`src/rtl/pwm_direction_decoder_if.sv`:
```
// rtl/pwm_direction_decoder_if.sv - result bus from the PWM direction decoder to navigation logic
//
// Purpose: carries the measured duty counts, the confirmed direction code,
//          the window-complete pulse and the stuck-channel flag.
// Signals:
//   direction  [1:0]    confirmed direction code (00 stop, 01 fwd, 10 left, 11 right)
//   left_duty  [CW-1:0] left high-cycle count of the last completed window
//   right_duty [CW-1:0] right high-cycle count of the last completed window
//   win_valid           one-cycle pulse coincident with new duty values
//   fault               stuck-channel flag
// Modports: master (decoder, drives), slave (consumer, observes).

interface pwm_direction_decoder_if #(
    parameter int CW = 9
) ();
    logic [1:0]    direction;
    logic [CW-1:0] left_duty;
    logic [CW-1:0] right_duty;
    logic          win_valid;
    logic          fault;

    modport master (
        output direction,
        output left_duty,
        output right_duty,
        output win_valid,
        output fault
    );

    modport slave (
        input direction,
        input left_duty,
        input right_duty,
        input win_valid,
        input fault
    );
endinterface

```
`src/rtl/pwm_direction_decoder.sv`:
```
// rtl/pwm_direction_decoder.sv - measures left/right motor PWM duty and decodes a debounced direction
//
// Purpose: counts synchronized high cycles of each PWM line over a free-running
//          PERIOD-cycle window, latches the counts at window end, classifies them
//          into a 2-bit direction code and only reports a code after CONFIRM
//          consecutive identical classifications.
// Ports:
//   clk        in   system clock, rising edge
//   rst_n      in   asynchronous active-low reset
//   left_pwm   in   left motor PWM (asynchronous to clk)
//   right_pwm  in   right motor PWM (asynchronous to clk)
//   dec        master modport of pwm_direction_decoder_if (direction, left_duty,
//              right_duty, win_valid, fault)
// Optional feature: define PWM_DECODE_FAULT_EN to build the stuck-channel
//          detector; otherwise fault is tied low.

module pwm_direction_decoder #(
    parameter int PERIOD   = 256,
    parameter int MIN_DUTY = 64,
    parameter int CONFIRM  = 2,
    parameter int CW       = $clog2(PERIOD + 1)
) (
    input  logic                          clk,
    input  logic                          rst_n,
    input  logic                          left_pwm,
    input  logic                          right_pwm,
    pwm_direction_decoder_if.master       dec
);

    localparam int WW = (PERIOD > 1) ? $clog2(PERIOD) : 1;

    typedef enum logic {
        IDLE  = 1'b0,
        TRACK = 1'b1
    } state_t;

    state_t        state_q, state_d;
    logic          left_s1_q, left_s2_q, right_s1_q, right_s2_q;
    logic [WW-1:0] win_cnt_q, win_cnt_d;
    logic [CW-1:0] left_hi_q, left_hi_d, right_hi_q, right_hi_d;
    logic [CW-1:0] left_duty_q, left_duty_d, right_duty_q, right_duty_d;
    logic          win_valid_q, win_valid_d;
    logic [1:0]    cand_q, cand_d;
    logic [1:0]    direction_q, direction_d;
    logic [3:0]    conf_q, conf_d;
    logic          fault_q;

    logic          eow;
    logic [CW-1:0] left_sum, right_sum;
    logic          left_on, right_on;
    logic [1:0]    cls;

    always_comb begin
        eow = (win_cnt_q == WW'(PERIOD - 1));

        // Running count including this cycle's sample; held at PERIOD at most.
        left_sum  = (left_hi_q  >= CW'(PERIOD)) ? left_hi_q  : left_hi_q  + CW'(left_s2_q);
        right_sum = (right_hi_q >= CW'(PERIOD)) ? right_hi_q : right_hi_q + CW'(right_s2_q);

        win_cnt_d    = eow ? '0 : win_cnt_q + 1'b1;
        left_hi_d    = eow ? '0 : left_sum;
        right_hi_d   = eow ? '0 : right_sum;
        left_duty_d  = eow ? left_sum  : left_duty_q;
        right_duty_d = eow ? right_sum : right_duty_q;
        win_valid_d  = eow;

        // Classify the counts being latched this cycle so direction moves
        // together with win_valid.
        left_on  = (left_sum  >= CW'(MIN_DUTY));
        right_on = (right_sum >= CW'(MIN_DUTY));
        case ({left_on, right_on})
            2'b11:   cls = 2'b01;
            2'b01:   cls = 2'b10;
            2'b10:   cls = 2'b11;
            default: cls = 2'b00;
        endcase

        state_d     = state_q;
        cand_d      = cand_q;
        conf_d      = conf_q;
        direction_d = direction_q;
        if (eow) begin
            if (state_q == IDLE || cls != cand_q) begin
                cand_d  = cls;
                conf_d  = 4'd1;
                state_d = TRACK;
            end else if (conf_q < 4'(CONFIRM)) begin
                conf_d = conf_q + 1'b1;
            end
            // Covers CONFIRM == 1 as well: a fresh candidate is confirmed at once.
            if (conf_d == 4'(CONFIRM)) begin
                direction_d = cand_d;
            end
        end
    end

    always_ff @(posedge clk or negedge rst_n) begin
        if (!rst_n) begin
            left_s1_q    <= 1'b0;
            left_s2_q    <= 1'b0;
            right_s1_q   <= 1'b0;
            right_s2_q   <= 1'b0;
            win_cnt_q    <= '0;
            left_hi_q    <= '0;
            right_hi_q   <= '0;
            left_duty_q  <= '0;
            right_duty_q <= '0;
            win_valid_q  <= 1'b0;
            state_q      <= IDLE;
            cand_q       <= 2'b00;
            conf_q       <= 4'd0;
            direction_q  <= 2'b00;
        end else begin
            left_s1_q    <= left_pwm;
            left_s2_q    <= left_s1_q;
            right_s1_q   <= right_pwm;
            right_s2_q   <= right_s1_q;
            win_cnt_q    <= win_cnt_d;
            left_hi_q    <= left_hi_d;
            right_hi_q   <= right_hi_d;
            left_duty_q  <= left_duty_d;
            right_duty_q <= right_duty_d;
            win_valid_q  <= win_valid_d;
            state_q      <= state_d;
            cand_q       <= cand_d;
            conf_q       <= conf_d;
            direction_q  <= direction_d;
        end
    end

`ifdef PWM_DECODE_FAULT_EN
    // Consecutive-window counters for "one side dead while the other drives".
    logic [2:0] lz_q, lz_d, rz_q, rz_d;
    logic       fault_d;

    always_comb begin
        lz_d    = lz_q;
        rz_d    = rz_q;
        fault_d = fault_q;
        if (eow) begin
            if (left_sum == '0 && right_on) begin
                lz_d = (lz_q == 3'd4) ? lz_q : lz_q + 1'b1;
            end else begin
                lz_d = 3'd0;
            end
            if (right_sum == '0 && left_on) begin
                rz_d = (rz_q == 3'd4) ? rz_q : rz_q + 1'b1;
            end else begin
                rz_d = 3'd0;
            end
            fault_d = (lz_d == 3'd4) || (rz_d == 3'd4) ||
                      (left_sum == CW'(PERIOD)) || (right_sum == CW'(PERIOD));
        end
    end

    always_ff @(posedge clk or negedge rst_n) begin
        if (!rst_n) begin
            lz_q    <= 3'd0;
            rz_q    <= 3'd0;
            fault_q <= 1'b0;
        end else begin
            lz_q    <= lz_d;
            rz_q    <= rz_d;
            fault_q <= fault_d;
        end
    end
`else
    assign fault_q = 1'b0;
`endif

    assign dec.direction  = direction_q;
    assign dec.left_duty  = left_duty_q;
    assign dec.right_duty = right_duty_q;
    assign dec.win_valid  = win_valid_q;
    assign dec.fault      = fault_q;

endmodule
```
`src/flat_wrapper.sv`:
```
// flat-port wrapper written by rule: the top's interface ports become plain ports
module pwm_direction_decoder_flat 
#(
    parameter int PERIOD   = 256,
    parameter int MIN_DUTY = 64,
    parameter int CONFIRM  = 2,
    parameter int CW       = $clog2(PERIOD + 1)
)
  (clk, rst_n, left_pwm, right_pwm, dec_direction, dec_left_duty, dec_right_duty, dec_win_valid, dec_fault);
  pwm_direction_decoder_if #(.CW(CW)) dec_i ();
  input  logic clk;
  input  logic rst_n;
  input  logic left_pwm;
  input  logic right_pwm;
  output wire logic [$bits(dec_i.direction)-1:0] dec_direction;
  output wire logic [$bits(dec_i.left_duty)-1:0] dec_left_duty;
  output wire logic [$bits(dec_i.right_duty)-1:0] dec_right_duty;
  output wire logic [$bits(dec_i.win_valid)-1:0] dec_win_valid;
  output wire logic [$bits(dec_i.fault)-1:0] dec_fault;
  assign dec_direction = dec_i.direction;
  assign dec_left_duty = dec_i.left_duty;
  assign dec_right_duty = dec_i.right_duty;
  assign dec_win_valid = dec_i.win_valid;
  assign dec_fault = dec_i.fault;
  pwm_direction_decoder #(.PERIOD(PERIOD), .MIN_DUTY(MIN_DUTY), .CONFIRM(CONFIRM), .CW(CW)) u_core (.clk(clk), .rst_n(rst_n), .left_pwm(left_pwm), .right_pwm(right_pwm), .dec(dec_i));
endmodule
```
`config.mk`:
```
export PLATFORM = sky130hd
export DESIGN_NAME = pwm_direction_decoder_flat
export DESIGN_NICKNAME = d
export VERILOG_FILES = /design/src/rtl/pwm_direction_decoder_if.sv /design/src/rtl/pwm_direction_decoder.sv /design/src/flat_wrapper.sv
export SDC_FILE = /design/constraint.sdc
export NUM_CORES = 1
export LEC_CHECK = 0
export CAP_MARGIN = 20
export CELL_PAD_IN_SITES_DETAIL_PLACEMENT = 0
export CELL_PAD_IN_SITES_GLOBAL_PLACEMENT = 1
export CORE_MARGIN = 8
export CORE_UTILIZATION = 40
export CTS_CLUSTER_DIAMETER = 40
export DETAILED_ROUTE_END_ITERATION = 10
export GPL_TIMING_DRIVEN = 0
export PLACE_DENSITY_LB_ADDON = 0.05
export SYNTH_ARGS = -nofsm -noshare
export SYNTH_HDL_FRONTEND = slang
export SYNTH_SLANG_ARGS = --single-unit
```
`constraint.sdc`:
```
create_clock -name clk -period 2.95 [get_ports clk]
set_clock_uncertainty 0.2 [all_clocks]
set_input_delay 0.4425 -clock clk [delete_from_list [all_inputs] [get_ports clk]]
set_output_delay 0.4425 -clock clk [all_outputs]
set_load 0.05 [all_outputs]
```
* Word level (Yosys, flattened, before mapping) *
Index checks and enable logic that the tools add are counted.

word-level totals
  register bits after elaboration = 58
  bits in latches = 0
  memory bits (writable) = 0
  ROM bits = 0
  input bits = 4
  memories = 0

operators by class
  add/subtract/negate cells = 4
  multipliers = 0
  divide/modulo/power cells = 0
  magnitude comparators = 5
  eq/ne operators = 6
  shift operators = 0
  muxes and demuxes = 10
  bitwise logic cells = 1
  reductions and logical operators = 3

operator list
  cell                 number
  $mux 9               4
  $add 9x1->9          2
  $ge 9x7->1 const B   2
  $ge 9x9->1 const B   2
  $mux 4               3
  $add 8x1->8 const B  1
  $eq 8x8->1 const B   1
  $mux 8               1
  $pmux 2 s3           1
  $add 4x1->4 const B  1
  $eq 2x2->1 const B   2
  $eq 4x2->1 const B   1
  $lt 4x2->1 const B   1
  $reduce_and 2->1     2
  $eq 2x1->1 const B   1
  $mux 2               1
  $ne 2x2->1           1
  $logic_or 1x1->1     1
  $not 1->1            1

* Longest topological paths before layout *
  depth in word-level cells = 11
  mapped depth = 11
  gate-level depth less buffers = 11

* Worst setup path after synthesis *
Ideal clock, no wire load.

  kind = register -> register
  start = register u_core.right_hi_q[0]
  end = register u_core.direction_q[1] (netlist: u_core.dec.direction[1])
  arrival = 2.871 ns
  data required time = 2.623 ns
  path slack = -0.249 ns
  stages on the path, launching flop included = 12
  buffers on the path = 0
  clock period less this slack = 3.199 ns
  cells stage by stage = dfrtp_1 > ha_1 > ha_1 > and4b_1 > a31oi_1 > a21oi_1 > or3_1 > ha_1 > or3_1 > a211oi_2 > o2111a_2 > mux2_1

between the ends
  cells in the longest elaborated chain, start to end = 11
  elaborated cells between the ends (all ways) = 15

RTL lines
  item                                       RTL line                      source
  from (decl)                                pwm_direction_decoder.sv:40   logic [CW-1:0] left_hi_q, left_hi_d, right_hi_q, right_hi_d;
  from (signal assigned)                     pwm_direction_decoder.sv:120  right_hi_q <= right_hi_d;
  $add 9x1->9 or $ge 9x9->1 (tied branches)  pwm_direction_decoder.sv:58   right_sum = (right_hi_q >= CW'(PERIOD)) ? right_hi_q : right_hi_q + CW'(right_s2_q);
  $mux 9 *                                   pwm_direction_decoder.sv:58
  $ge 9x7->1 *                               pwm_direction_decoder.sv:70   right_on = (right_sum >= CW'(MIN_DUTY));
  $eq 2x2->1 or $eq 2x1->1 (tied branches)   pwm_direction_decoder.sv:71   case ({left_on, right_on})
  $pmux 2 s3 *                               pwm_direction_decoder.sv:71
  $ne 2x2->1                                 pwm_direction_decoder.sv:83   if (state_q == IDLE || cls != cand_q) begin
  $logic_or 1x1->1                           pwm_direction_decoder.sv:83
  $mux 4                                     pwm_direction_decoder.sv:83
  $mux 4                                     pwm_direction_decoder.sv:82   if (eow) begin
  $eq 4x2->1                                 pwm_direction_decoder.sv:91   if (conf_d == 4'(CONFIRM)) begin
  $reduce_and 2->1 (no line)                 -
  to (signal assigned)                       pwm_direction_decoder.sv:127  direction_q <= direction_d;
  to (decl)                                  pwm_direction_decoder.sv:44   logic [1:0] direction_q, direction_d;

Every way passes the cells marked *; elsewhere a longest branch is shown, timed or not. The select of a mux whose other input is x is not followed.
A chain may end at the register's enable or synchronous reset.

* Worst setup path in the final report *
Ends and elaborated chain as after synthesis.

==> results by group <==
Run status
  – Outcome: finished, violations left
  – Violated checks: negative setup slack

Die
  – Initial Util: 41.5%
  – Core box area: just under 6000 µm²
  – I/O Pins: 26
  – Die W: approximately 95 µm
  – Die Y-Extent: 94.6 µm
  – Die area: about 9000 µm²
  – Rows: 28

Yosys
  – Simple-gate share of the synthesized area: between 15 and 20%
  – Mapped Area: approximately 2500 µm²
  – Ys Warns: 0
  – Seq/Total Area, Yosys: between 50% and 60%
  – Compound-cell area share of the yosys netlist: around 7.6%
  – Largest family of logic cells by synthesized area: simple AND/OR/NAND/NOR gates
  – Share of the synthesized area in the top cell type: 58.7%
  – Xor/xnor share of the synthesized area: ~6.4%
  – Mean Syn Cell Area: 10.8 µm²
  – Top FF cell, synth: dfrtp_1
  – Net Count, Synth: 240
  – Post-synthesis mux area share: between 3 and 4%
  – Synth Area in Adders: under 10%
  – Flops & latches, synth: a little under 60
  – Synth cell types: 35
  – Synth top area cells: dfrtp_1, nor2_1, nand2_1
  – EDFF count, synth: 0
  – Ys async rst share: 100%
  – Area leader, netlist: dfrtp_1
  – Synth Instances: 228

Routing
  – Vias per Instance: roughly 4.9
  – Vias: 1702
  – Final ANT Viol Nets: 0
  – DR DRC count: 0
  – Routed WL: 4960 µm
  – Drt pass-1 iters: 4
  – WL/cell: 14.3 µm
  – 1st-iter DRT viols: around 60

Global route
  – Initial antenna violation count: 0
  – Gr ovfl total: 0
  – Number of global-route vias before repair: 1802
  – Largest net degree at the start of global routing: 39
  – GRT Util Overall: between 10% and 20%
  – First-pass GRT wire length: around 8600 µm

Place
  – Port bufs: 24
  – Placed cells: between 300 and 400
  – Post-DP HPWL: roughly 3300 µm
  – GPL Wtd Cong: a little under 0.8
  – Pre-CTS setup slack: -0.274 ns

Clock tree
  – CTS tree: done
  – CTS Buffer Depth: 2
  – Clock-pin slew on the worst setup and hold paths: 0.06 ns
  – Root Driver: clkbuf_8
  – Clk sinks: just under 60
  – H-Tree Depth: 3
  – Num CTS Buffers: 9
  – Clock latency on the worst-skew pair: ~0.32 ns

Final layout
  – Filler cells: about 570
  – Layout cell share with drive strength beyond 1: between 15 and 20%
  – Multi-input gate area: between 1000 and 1500 µm²
  – Reg area: approximately 1500 µm²
  – Final cell count without fillers: between 300 and 400
  – Ant. Diodes: 0
  – Area grow syn2layout: 24.5%
  – Final #Nets: roughly 280

Pwr
  – Static leakage: ~1.4 nW
  – Power Density: approximately 610 nW/µm²
  – Total power: about 1.9 mW
  – VDD IR max: between 0.3 and 0.4 mV

Timing
  – Setup Viol. Count Final: 2
  – Final Max Slew Viols: 0
  – Hold_ws: between 0.15 and 0.2 ns
  – Crit path time final: roughly 3.1 ns
  – Unrepaired setup endpoints after global routing: true
  – Slew HR: around 65%
  – Final Cycle Share: 105%
  – Measured slew at the worst slew-check pin: 0.530 ns
  – Final WS setup: -0.145 ns
  – Fmax: 323 MHz
  – Endpoints failing hold: 0

Critical path
  – CP Class: flip-flop to flip-flop
  – Endpoint type of the worst setup path: flip-flop
  – Setup crit start kind: flip-flop
  – Worst r2r src: u_core.right_hi_q[0]
  – Critical path launch point: u_core.right_hi_q[0]
  – Crit Path Max Fanout: 4
  – Reg2reg path depth: 10
  – CP Data Required Time: between 2 and 3 ns
  – Signal arrival time at the worst endpoint: 3.10 ns

Worst hold path
  – HP Start: u_core.right_s1_q
  – Hold Path Cell Cnt: 0
  – Worst hold path class: flip-flop to flip-flop

Flow run
  – Max cap viols: 0
-- Yosys cell counts, types with 5 or more instances --
| master | count |
|---|---|
| xnor2_1 | 12 |
| nor2_1 | 31 |
| nand3_1 | 6 |
| mux2i_1 | 5 |
| ha_1 | 8 |
| xor2_1 | 6 |
| nand2_1 | 29 |
| dfrtp_1 | 58 |
| o21ai_0 | 21 |
| a31oi_1 | 5 |
-- critical path, cell delays in order (launching register included) --
cell and delay [ns]:
dfrtp_1 0.38, ha_2 0.21, and4b_2 0.25, a211oi_2 0.22, a21oi_1 0.10, or3_1 0.32, ha_2 0.19, or3_4 0.34
a211oi_4 0.22, o2111a_2 0.26, mux2_4 0.30
-- what timing repair did --
action | 4_1_cts | 5_1_grt
hold endpoints to repair | 20 | 0
pin swaps | 1 | 1
resized for setup | 2 | 10
endpoints found under the setup margin | 2 | 5
buffers inserted | 3 | 3
hold buffers | 1 | 0
-- final cells by class --
class / count / area share, %
Multi-Input combinational cell: 158 / 33.7
Sequential cell: 58 / 47.1
Tap cell: 75 / 3.05
Inverter: 3 / 0.366
Timing Repair Buffer: 31 / 9.83
Buffer: 9 / 1.38
Clock inverter: 1 / 0.162
Clock buffer: 12 / 4.39
-- metal layers --
layer / routed length [µm] / global-route usage, %
met4: 84 / 6.24
met2: 2140 / 17.4
met5: 0 / 0
met3: 212 / 3.81
met1: 2520 / 17.1
-- metrics by stage --
stage / area [µm²] / util, % / TNS (ns)
global placement: 2830 / 47.5 / -39.29
global route: 3080 / 51.7 / -0.528
floorplan: 2490 / - / -0.0725
detailed placement: 2840 / 47.7 / -0.537
finish: 3080 / 51.7 / -0.286
CTS: 3020 / 50.7 / -0.276
-- logic make-up after synthesis --
group / Yosys count
AND/OR/NAND/NOR: 91
flip-flops: 58
AO/OA/AOI/OAI: 32
XOR/XNOR: 18
buffers and inverters: 12
adder cells (fa/ha/maj): 8
multiplexers: 8
other: 1
-- layout by cell type (no fill, tap or decap), drive strengths merged, types with 3 or more instances in the layout --
master / n
nor2b: 4
o21ai: 21
nor3: 4
mux2: 3
nand2: 29
buf: 12
xor2: 6
xnor2: 12
nand3: 6
clkdlybuf4s50: 23
a31oi: 5
clkbuf: 16
dfrtp: 58
mux2i: 5
and3: 3
ha: 8
nor2: 31
and4b: 3
inv: 3
-- final timing paths --
| path | end | slack, ns |
|---|---|---|
| max reg2reg | u_core.dec.direction[1] | -0.14 |
| min reg2reg | u_core.right_s2_q | 0.15 |
| max | u_core.dec.direction[1] | -0.14 |
| min | u_core.right_s2_q | 0.15 |
| max in group asynchronous | u_core.right_hi_q[0] | 1.54 |
| min in group asynchronous | u_core.dec.left_duty[3] | 0.43 |
-- sequential cells by signal (all words and copies together), names as in the netlist --
register,flops
u_core.win_cnt_q,8
u_core.left_s1_q,1
u_core.conf_q,4
u_core.cand_q,2
u_core.dec.win_valid,1
u_core.dec.right_duty,9
u_core.state_q,1
u_core.dec.direction,2
u_core.left_s2_q,1
u_core.right_s1_q,1
u_core.left_hi_q,9
u_core.right_s2_q,1
u_core.right_hi_q,9
u_core.dec.left_duty,9
-- where the power goes --
group	switching [mW]	internal (mW)	leakage [nW]
Sequential	0.0949	0.887	0.764
Combinational	0.183	0.155	0.575
Clock	0.282	0.290	0.0722
Total	0.560	1.33	1.41
(Power assumes the default switching activity.)
